==> src/rtl/mem_dma_pkg.sv <==
// Shared definitions for the mem_dma block-copy engine: FSM encoding,
// copy direction and the request range check.
package mem_dma_pkg;

  typedef logic [1:0] state_t;

  localparam state_t IDLE  = 2'd0;
  localparam state_t COPY  = 2'd1;
  localparam state_t DRAIN = 2'd2;

  typedef enum logic {ASC = 1'b0, DESC = 1'b1} dir_e;

  // True when the window [base, base+len) lies inside a memory of 'lines' words.
  function automatic logic range_ok(input int unsigned base,
                                    input int unsigned len,
                                    input int unsigned lines);
    return (base + len) <= lines;
  endfunction

endpackage

==> src/rtl/mem_dma_if.sv <==
// Memory-side bus of mem_dma: combinational read on port A, synchronous write on port B.
interface mem_dma_if #(
  parameter int dtype    = 16,
  parameter int addr_len = 10
);
  logic [addr_len-1:0] rd_addr;
  logic [dtype-1:0]    rd_data;
  logic                wr_en;
  logic [addr_len-1:0] wr_addr;
  logic [dtype-1:0]    wr_data;

  modport master (output rd_addr, wr_en, wr_addr, wr_data, input rd_data);
  modport slave  (input rd_addr, wr_en, wr_addr, wr_data, output rd_data);
endinterface

==> src/rtl/mem_dma.sv <==
// Block-copy engine: reads through port A, writes one cycle later through port B,
// choosing the copy direction so overlapping regions are copied correctly.
module mem_dma
  import mem_dma_pkg::*;
#(
  parameter int dtype    = 16,
  parameter int lines    = 1000,
  parameter int addr_len = $clog2(lines)
) (
  input  logic                clock,
  input  logic                reset,
  input  logic                clk_en,
  input  logic                start,
  input  logic [addr_len-1:0] src_addr,
  input  logic [addr_len-1:0] dst_addr,
  input  logic [addr_len:0]   length,
  output logic                busy,
  output logic                done,
  output logic                error,
  mem_dma_if.master           mem
);

  localparam int XW = addr_len + 2;

  state_t              state_q, state_d;
  dir_e                dir_q, dir_d;
  logic [addr_len-1:0] rd_ptr_q, rd_ptr_d;
  logic [addr_len-1:0] dptr_q, dptr_d;
  logic [addr_len:0]   cnt_q, cnt_d;
  logic                wvalid_q, wvalid_d;
  logic [addr_len-1:0] waddr_q, waddr_d;
  logic [dtype-1:0]    wdata_q, wdata_d;
  logic                done_q, done_d;
  logic                error_q, error_d;

  logic [XW-1:0]       src_end;
  logic [addr_len-1:0] src_last, dst_last;
  logic                req_ok, desc_req;

  // Widened so src+length cannot overflow before the range comparison.
  assign src_end  = XW'(src_addr) + XW'(length);
  assign src_last = src_addr + length[addr_len-1:0] - 1'b1;
  assign dst_last = dst_addr + length[addr_len-1:0] - 1'b1;
  assign req_ok   = range_ok(32'(src_addr), 32'(length), 32'(lines)) &&
                    range_ok(32'(dst_addr), 32'(length), 32'(lines));
  assign desc_req = (dst_addr > src_addr) && (XW'(dst_addr) < src_end);

  always_comb begin
    state_d  = state_q;
    dir_d    = dir_q;
    rd_ptr_d = rd_ptr_q;
    dptr_d   = dptr_q;
    cnt_d    = cnt_q;
    wvalid_d = 1'b0;
    waddr_d  = waddr_q;
    wdata_d  = wdata_q;
    done_d   = 1'b0;
    error_d  = 1'b0;
    case (state_q)
      IDLE: begin
        if (start) begin
          if (!req_ok) begin
            error_d = 1'b1;
          end else if (length == '0) begin
            done_d = 1'b1;
          end else begin
            state_d  = COPY;
            dir_d    = desc_req ? DESC : ASC;
            rd_ptr_d = desc_req ? src_last : src_addr;
            dptr_d   = desc_req ? dst_last : dst_addr;
            cnt_d    = length;
          end
        end
      end
      COPY: begin
        wvalid_d = 1'b1;
        wdata_d  = mem.rd_data;
        waddr_d  = dptr_q;
        cnt_d    = cnt_q - 1'b1;
        // Pointers hold on the last read so they never leave the valid window.
        if (cnt_q == (addr_len+1)'(1)) begin
          state_d = DRAIN;
        end else if (dir_q == DESC) begin
          rd_ptr_d = rd_ptr_q - 1'b1;
          dptr_d   = dptr_q - 1'b1;
        end else begin
          rd_ptr_d = rd_ptr_q + 1'b1;
          dptr_d   = dptr_q + 1'b1;
        end
      end
      DRAIN: begin
        state_d = IDLE;
        done_d  = 1'b1;
      end
      default: state_d = IDLE;
    endcase
  end

  always_ff @(posedge clock or posedge reset) begin
    if (reset) begin
      state_q  <= IDLE;
      dir_q    <= ASC;
      rd_ptr_q <= '0;
      dptr_q   <= '0;
      cnt_q    <= '0;
      wvalid_q <= 1'b0;
      waddr_q  <= '0;
      wdata_q  <= '0;
      done_q   <= 1'b0;
      error_q  <= 1'b0;
    end else if (clk_en) begin
      state_q  <= state_d;
      dir_q    <= dir_d;
      rd_ptr_q <= rd_ptr_d;
      dptr_q   <= dptr_d;
      cnt_q    <= cnt_d;
      wvalid_q <= wvalid_d;
      waddr_q  <= waddr_d;
      wdata_q  <= wdata_d;
      done_q   <= done_d;
      error_q  <= error_d;
    end
  end

  assign busy        = (state_q != IDLE);
  assign done        = done_q;
  assign error       = error_q;
  assign mem.rd_addr = rd_ptr_q;
  assign mem.wr_en   = wvalid_q & clk_en;
  assign mem.wr_addr = waddr_q;
  assign mem.wr_data = wdata_q;

endmodule

==> src/flat_wrapper.sv <==
// flat-port wrapper written by rule: the top's interface ports become plain ports
module mem_dma_flat import mem_dma_pkg::*;
#(
  parameter int dtype    = 16,
  parameter int lines    = 1000,
  parameter int addr_len = $clog2(lines)
)
  (clock, reset, clk_en, start, src_addr, dst_addr, length, busy, done, error, mem_rd_addr, mem_wr_en, mem_wr_addr, mem_wr_data, mem_rd_data);
  mem_dma_if #(.dtype(dtype), .addr_len(addr_len)) mem_i ();
  input  logic clock;
  input  logic reset;
  input  logic clk_en;
  input  logic start;
  input  logic [addr_len-1:0] src_addr;
  input  logic [addr_len-1:0] dst_addr;
  input  logic [addr_len:0] length;
  output logic busy;
  output logic done;
  output logic error;
  output wire logic [$bits(mem_i.rd_addr)-1:0] mem_rd_addr;
  output wire logic [$bits(mem_i.wr_en)-1:0] mem_wr_en;
  output wire logic [$bits(mem_i.wr_addr)-1:0] mem_wr_addr;
  output wire logic [$bits(mem_i.wr_data)-1:0] mem_wr_data;
  input wire logic [$bits(mem_i.rd_data)-1:0] mem_rd_data;
  assign mem_rd_addr = mem_i.rd_addr;
  assign mem_wr_en = mem_i.wr_en;
  assign mem_wr_addr = mem_i.wr_addr;
  assign mem_wr_data = mem_i.wr_data;
  assign mem_i.rd_data = mem_rd_data;
  mem_dma #(.dtype(dtype), .lines(lines), .addr_len(addr_len)) u_core (.clock(clock), .reset(reset), .clk_en(clk_en), .start(start), .src_addr(src_addr), .dst_addr(dst_addr), .length(length), .busy(busy), .done(done), .error(error), .mem(mem_i));
endmodule
==> config.mk <==
export PLATFORM = sky130hd
export DESIGN_NAME = mem_dma_flat
export DESIGN_NICKNAME = d
export VERILOG_FILES = /design/src/rtl/mem_dma_pkg.sv /design/src/rtl/mem_dma_if.sv /design/src/rtl/mem_dma.sv /design/src/flat_wrapper.sv
export SDC_FILE = /design/constraint.sdc
export NUM_CORES = 1
export LEC_CHECK = 0
export CAP_MARGIN = 30
export CORE_MARGIN = 2
export CORE_UTILIZATION = 50
export DETAILED_ROUTE_END_ITERATION = 10
export GPL_TIMING_DRIVEN = 0
export PLACE_DENSITY = 0.81
export REMOVE_ABC_BUFFERS = 1
export SLEW_MARGIN = 20
export SYNTH_ARGS = -nofsm -noshare
export SYNTH_HDL_FRONTEND = slang
export SYNTH_SLANG_ARGS = --single-unit
==> constraint.sdc <==
create_clock -name clock -period 3.1 [get_ports clock]
set_input_delay 0.62 -clock clock [delete_from_list [all_inputs] [get_ports clock]]
set_output_delay 0.62 -clock clock [all_outputs]
set_load 0.02 [all_outputs]
==> impl_metrics.py, run 1 <==
metrics = {
    "outcome": {
        "outcome": "finished, violations left",
        "violations": "setup timing",
    },
    "yosys": {
        "avgSynthCellArea_sq_um": 8.81,
        "ys_ff_latch": 63,
        "synth_mux_area_frac": 0.113,
        "synth_fa_ha_area_frac": 0.198,
        "seq_area_frac_synth": 0.248,
        "synth_top_area_share": 0.248,
        "synth_compound_area_frac": 0.197,
        "synth_top_area_cell": "dfrtp_1",
        "synth-edff-count": 0,
        "synth_top_family_by_area": "adder cells",
        "synth_ff_type": "dfrtp_1",
        "yosys-top-cells-area": "dfrtp_1, ha_1, mux2_2",
        "synth_xor_area_frac": 0.0385,
        "synthCells": 722,
        "synth_cell_types": 68,
        "yosys_warnings": 0,
        "synthSimpleGateAreaFrac": 0.142,
        "async_flop_share": 1.00,
        "synth_area_sq_mm": 0.00636,
    },
    "clock_tree": {
        "clockBufferDepth": 2,
        "cts_made_buffers": 9,
        "cts-htree-levels": 3,
        "cts_sinks": 63,
        "cts_tree": "done",
        "cts.reportedPaths.clkPinSlew_ns": 0.06,
        "clk_latency_ns": 0.34,
        "clock-root-buffer": "clkbuf_16",
    },
    "setup_path": {
        "reg2reg_setup_slack_ns": -0.11,
        "crit_slowest_cell": "a311o_2",
        "cp-start-kind": "primary input",
        "path_class": "in -> reg",
        "cp.required_ns": 3.31,
        "path_cells": "buf_12, ha_4, fa_2, buf_4, xnor2_2, ha_1, a21oi_1, o21ai_0, a21oi_1, o211ai_1, a311o_2, buf_6, mux2i_4, o221a_4, a2bb2oi_2",
        "arrival_ns": 3.90,
        "cp_max_fo": 5,
        "crit_buf_inv": 3,
        "cp_top_family": "compound AO/OA/AOI/OAI gates",
        "crit_top_cell": "a21oi_1",
        "cp_slowest_stage_delay_ns": 0.40,
        "cp-end-kind": "flip-flop",
    },
    "layout": {
        "nFillCells": 869,
        "nets": 996,
        "syn2layout_area_growth_pct": 38.2,
        "design_area_sq_mm": 0.00880,
        "final-instance-count-excl-fill": 1025,
        "n_antenna_cell": 0,
        "drive_gt1_frac": 0.265,
        "final_util": 0.703,
    },
    "power": {
        "leakage_nw": 3.84,
        "p_sw_mw": 3.31,
        "p_comb_frac": 0.645,
        "p_per_area_mw_per_mm2": 872,
        "swShare": 0.431,
        "internal-power_mw": 4.37,
        "seq_power_share": 0.208,
        "power_frac_clock": 0.146,
        "vdd_drop_max_v": 0.000350,
    },
    "routing": {
        "viasPerCell": 6.17,
        "dr.first_iter.drc_count": 682,
        "dr.pass1.iters": 5,
        "vias": 6327,
        "drc_errors": 0,
        "wl_per_cell_um": 19.6,
        "wirelength_um": 20100,
        "ant_nets": 0,
    },
    "placement": {
        "hpwl_um": 12500,
        "place_area_sq_mm": 0.00748,
        "io_buffers": 90,
        "dp_cells": 969,
        "gp_congestion": 0.963,
    },
    "timing": {
        "timing.final.ws_setup_ns": -0.592,
        "setup_violations": 34,
        "fmax_mhz": 271,
        "finalHoldViolations": 0,
        "rsz0062_at_grt": "yes",
        "fin_crit_sh": 1.19,
        "fin_skew_ns": 0.0106,
        "final.min_clock_period_ns": 3.69,
        "maxSlewViolCount": 0,
        "worst_pin_slew_ns": 0.873,
        "setup_tns_ns": -13.61,
        "max_slew_margin": 0.417,
    },
    "min_path": {
        "hold_class": "reg -> reg",
    },
    "global_routing": {
        "first_global_vias": 5961,
        "antenna_found_initial": 0,
        "gr-total-overflow": 0,
        "grtUsageTotal": 0.270,
        "grt_max_degree": 52,
        "grt_pass1_wl_um": 28900,
    },
    "die": {
        "die_area_sq_mm": 0.0136,
        "die_y_um": 117,
        "dieWidth_um": 117,
        "rows": 41,
        "core_area_sq_mm": 0.0125,
        "start_util": 0.508,
        "io_pins": 91,
    },
    "job": {
        "max_cap_viol_count": 0,
    },
}
## worst register-to-register path, delay by kind of cell (launching register included)
family	cells	cell delay, ns
AOI/OAI and AO/OA	5	1.03
DFF	1	0.84
and+or+nand+nor	2	0.52
adders and majority gates	1	0.41
muxes	1	0.30
## cell usage after synthesis (3+ instances only)
cell	number
o41a_1	4
nor2_1	42
o21ai_0	61
mux2_4	7
o2111ai_1	3
dfrtp_1	63
nor4_1	7
nand2b_1	7
buf_2	3
mux2i_1	22
o41ai_1	3
o311ai_0	3
ha_1	91
a21o_1	9
clkbuf_1	13
o22ai_1	4
fa_1	6
o21bai_1	6
mux2_2	35
and3_1	5
a211oi_1	9
nand2_1	41
a2bb2oi_1	7
nor4b_1	3
o21a_1	7
inv_1	84
a21oi_1	34
o221a_2	3
or3_1	3
xor2_1	9
o211ai_1	8
nand3_1	23
xnor2_1	19
nand4_1	7
nor2b_1	9
nor3_1	22
## flip-flops by register name (all words and copies together), names as in the netlist, 2 cells and up
name / cells
u_core.cnt_q: 11
u_core.dptr_q: 10
u_core.mem.rd_addr: 10
u_core.mem.wr_addr: 10
u_core.mem.wr_data: 16
u_core.state_q: 2
## cell families after synthesis
| logic type | after synthesis |
|---|---|
| AOI/OAI and AO/OA | 186 |
| and+or+nand+nor | 181 |
| buffers and inverters | 103 |
| adders and majority gates | 97 |
| muxes | 64 |
| DFF | 63 |
| xor gates and xnor gates | 28 |
## worst paths after layout
check | startpoint | endpoint | cells after the start
setup / recovery | length[0] | u_core.mem.rd_addr[0] | 15
hold / removal | u_core.mem.wr_addr[0] | u_core.mem.wr_addr[0] | 2
setup reg to reg | u_core.dir_q | u_core.dptr_q[8] | 9
hold reg to reg | u_core.mem.wr_addr[0] | u_core.mem.wr_addr[0] | 2
max in group asynchronous | reset | u_core.cnt_q[10] | 3
min in group asynchronous | reset | u_core.mem.wr_data[1] | 2
## power by group through the flow
stage,Sequential (mW),Clock (mW),Combinational [mW]
after floorplan,1.81,0,2.67
after global placement,1.56,0,4.04
after detailed placement,1.58,0,4.18
after CTS,1.58,1.13,4.62
after global routing,1.65,1.16,5.36
final,1.60,1.12,4.95
## cell usage in the layout (no fill, tap or decap), drive strengths merged, types with 11 or more instances in the layout
master,n
clkdlybuf4s50,63
nand2,41
xnor2,19
ha,91
inv,88
mux2i,22
a211oi,11
clkbuf,15
dfrtp,63
nor2,44
a21oi,34
mux2,42
nor3,22
buf,50
nand3,23
o21ai,62
## layout make-up
type / instances / area, sq um / area share
timing repair buffer: 130 / 1270 / 0.145
clock buffer: 9 / 225 / 0.0256
sequential: 63 / 1580 / 0.179
clock inverter: 7 / 103 / 0.0117
multi-input combinational: 559 / 5080 / 0.578
tap: 172 / 215 / 0.0245
inverter: 85 / 322 / 0.0366
## metrics by stage
| stage | hold WS (ns) | total power, mW | worst slack, ns |
|---|---|---|---|
| 2_1_floorplan | 0.502 | 4.48 | -0.899 |
| 3_3_place_gp | 0.461 | 5.59 | -2.31 |
| 3_5_place_dp | 0.475 | 5.77 | -2.03 |
| 4_1_cts | 0.491 | 7.34 | -0.579 |
| 5_1_grt | 0.519 | 8.18 | -0.593 |
| 6_report | 0.486 | 7.67 | -0.592 |
## metal layers
metal  wire length, um  track usage  part of all wire  vias up
met3              1660       0.0417             0.082       90
met1              7850        0.341              0.39     2994
li1                  -            -                 -     2882
met2              9500        0.454              0.47      361
met4              1130        0.132             0.056        0
met5                 0            0                 0        -
## what timing repair did
item | in CTS | in global routing
setup endpoints to repair | 35 | 35
hold endpoints to repair | 0 | 0
hold buffers | 0 | 0
cloned | 2 | 1
setup buffers | 28 | 10
pin swaps | 28 | 31
gates resized for setup | 188 | 77
Note: power is estimated with default switching activity, not from simulation.
==> inputs of run 2 (changes only) <==
--- a/config.mk
+++ b/config.mk
@@ -5,7 +5,6 @@
 export SDC_FILE = /design/constraint.sdc
 export NUM_CORES = 1
 export LEC_CHECK = 0
-export CAP_MARGIN = 30
 export CORE_MARGIN = 2
 export CORE_UTILIZATION = 50
 export DETAILED_ROUTE_END_ITERATION = 10
==> constraint.sdc (replaced) <==
create_clock -name clock -period 3.1 [get_ports clock]
set_input_delay 0.31 -clock clock [delete_from_list [all_inputs] [get_ports clock]]
set_output_delay 0.31 -clock clock [all_outputs]
set_load 0.02 [all_outputs]
==> run 2 against run 1 <==
Compared with the run above:
- critical endpoint is now u_core.mem.rd_addr[1]
- fmax rose by 7.4%
- power fell by 1.0%
- critical path type unchanged
- the run still ends with setup timing left
- die area did not move
==> impl_metrics.py, run 2 (same netlist as run 1, synthesis figures left out) <==
metrics = {
    "timing": {
        "maxSlewViolCount": 0,
        "fmax_mhz": 291,
        "worst_pin_slew_ns": 0.969,
        "fin_crit_sh": 1.11,
        "timing.final.ws_setup_ns": -0.338,
        "setup_tns_ns": -5.25,
        "holdWs_ns": 0.249,
        "fin_skew_ns": 0.00901,
        "max_slew_margin": 0.352,
        "setup_violations": 23,
        "rsz0062_at_grt": "yes",
        "final.min_clock_period_ns": 3.44,
        "finalHoldViolations": 0,
    },
    "setup_path": {
        "cp.required_ns": 3.30,
        "path_class": "in -> reg",
        "cp_max_fo": 5,
        "cp_top_family": "compound AO/OA/AOI/OAI gates",
        "path_cells": "clkbuf_4, inv_2, ha_4, buf_6, a211oi_4, buf_4, buf_4, buf_4, o21ai_1, ha_2, a21o_1, nand3_1, o211ai_1, buf_4, a311o_2, buf_6, mux2_4, a21oi_2, mux2i_1",
        "cp-end-kind": "flip-flop",
        "crit_top_cell": "buf_4",
        "cp_slowest_stage_delay_ns": 0.40,
        "crit_slowest_cell": "a311o_2",
        "crit_buf_inv": 8,
        "arrival_ns": 3.64,
        "cp-start-kind": "primary input",
    },
    "global_routing": {
        "gr-usage-met3": 0.0433,
        "antenna_found_initial": 0,
        "grt_use_met2": 0.460,
        "first_global_vias": 5884,
        "gr-total-overflow": 0,
        "use_met1": 0.341,
        "grt-busiest-layer": "met2",
        "grt_pass1_wl_um": 28900,
        "grt_max_degree": 52,
        "grtUsageTotal": 0.273,
    },
    "outcome": {
        "violations": "setup timing",
        "outcome": "finished, violations left",
    },
    "clock_tree": {
        "cts_made_buffers": 9,
        "clock-root-buffer": "clkbuf_16",
        "cts_sinks": 63,
        "cts_tree": "done",
        "clockBufferDepth": 2,
        "cts-htree-levels": 3,
        "cts.reportedPaths.clkPinSlew_ns": 0.06,
        "clk_latency_ns": 0.34,
        "cts_hold_buf": 0,
    },
    "layout": {
        "n_antenna_cell": 0,
        "largest_register_ffs": 16,
        "final-instance-count-excl-fill": 1017,
        "syn2layout_area_growth_pct": 34.0,
        "final_cell_mix": "inv_1, ha_1, clkdlybuf4s50_1, dfrtp_1, o21ai_0",
        "drive_gt1_frac": 0.238,
        "nets": 988,
        "final_common_cell": "inv_1",
        "design_area_sq_mm": 0.00853,
    },
    "routing": {
        "dr.pass1.iters": 5,
        "viasPerCell": 6.02,
        "vias": 6125,
        "wl_per_cell_um": 19.2,
        "ant_nets": 0,
        "drc_errors": 0,
        "dr.first_iter.drc_count": 600,
        "wirelength_um": 19500,
    },
    "placement": {
        "dp_cells": 968,
        "place_area_sq_mm": 0.00747,
        "hpwl_um": 12500,
        "gp_congestion": 0.963,
        "dpl_worst_slack_ns": -1.71,
        "io_buffers": 90,
    },
    "die": {
        "rows": 41,
        "start_util": 0.508,
        "die_area_sq_mm": 0.0136,
        "die_y_um": 117,
        "io_pins": 91,
        "core_area_sq_mm": 0.0125,
        "dieWidth_um": 117,
    },
    "power": {
        "p_per_area_mw_per_mm2": 891,
        "leakage_nw": 3.77,
        "vdd_drop_max_v": 0.000373,
    },
    "job": {
        "max_cap_viol_count": 0,
    },
    "min_path": {
        "hold_class": "in -> async",
    },
}
[run 2: changes by cell type in the layout (fill, tap and decap cells not counted), sizes merged, moves of 5 or more]
cell	before	now
clkbuf	15	20
dlygate4sd2	2	8
buf	50	40
clkdlybuf4s15	8	0
[run 2: layout make-up]
cell class | count | area [sq um]
clock buffers | 9 | 225
clock inverters | 7 | 103
fillers | 949 | 3990
inverters | 85 | 322
multi-input cells | 559 | 4920
flip-flops and latches | 63 | 1580
well taps | 172 | 215
repair buffers | 122 | 1160
[run 2: metal layers]
layer,vias up,share of wire
li1,2854,-
met1,2911,0.40
met2,290,0.48
met3,70,0.070
met4,0,0.050
met5,-,0
[run 2: where the power goes]
part / leakage, nW / switching [mW] / total [mW] / internal, mW
registers: 0.740 / 0.356 / 1.59 / 1.23
clock network: 0.157 / 0.424 / 1.14 / 0.714
logic: 2.87 / 2.53 / 4.87 / 2.34
[run 2: worst paths after layout]
kind | from | end | slack (ns) | cells past startpoint
hold / removal | reset | u_core.mem.wr_data[3] | 0.25 | 2
min in group clock | length[1] | u_core.cnt_q[1] | 0.40 | 3
hold reg to reg | u_core.mem.wr_addr[1] | u_core.mem.wr_addr[1] | 0.49 | 2
setup / recovery | length[2] | u_core.mem.rd_addr[1] | -0.34 | 19
setup reg to reg | u_core.dir_q | u_core.mem.rd_addr[9] | 0.05 | 9
max in group asynchronous | reset | u_core.dir_q | 2.35 | 3
[run 2: stage by stage]
step	utilization	power [mW]
3_3_place_gp	0.591	5.59
3_5_place_dp	0.597	5.76
2_1_floorplan	-	4.48
5_1_grt	0.681	8.09
4_1_cts	0.666	7.31
6_report	0.681	7.60
[run 2: what timing repair did]
item | 4_1_cts | 5_1_grt
gates resized for setup | 154 | 67
endpoints found under the setup margin | 35 | 33
gates cloned | 3 | 0
setup buffers | 21 | 9
pin swaps | 22 | 21
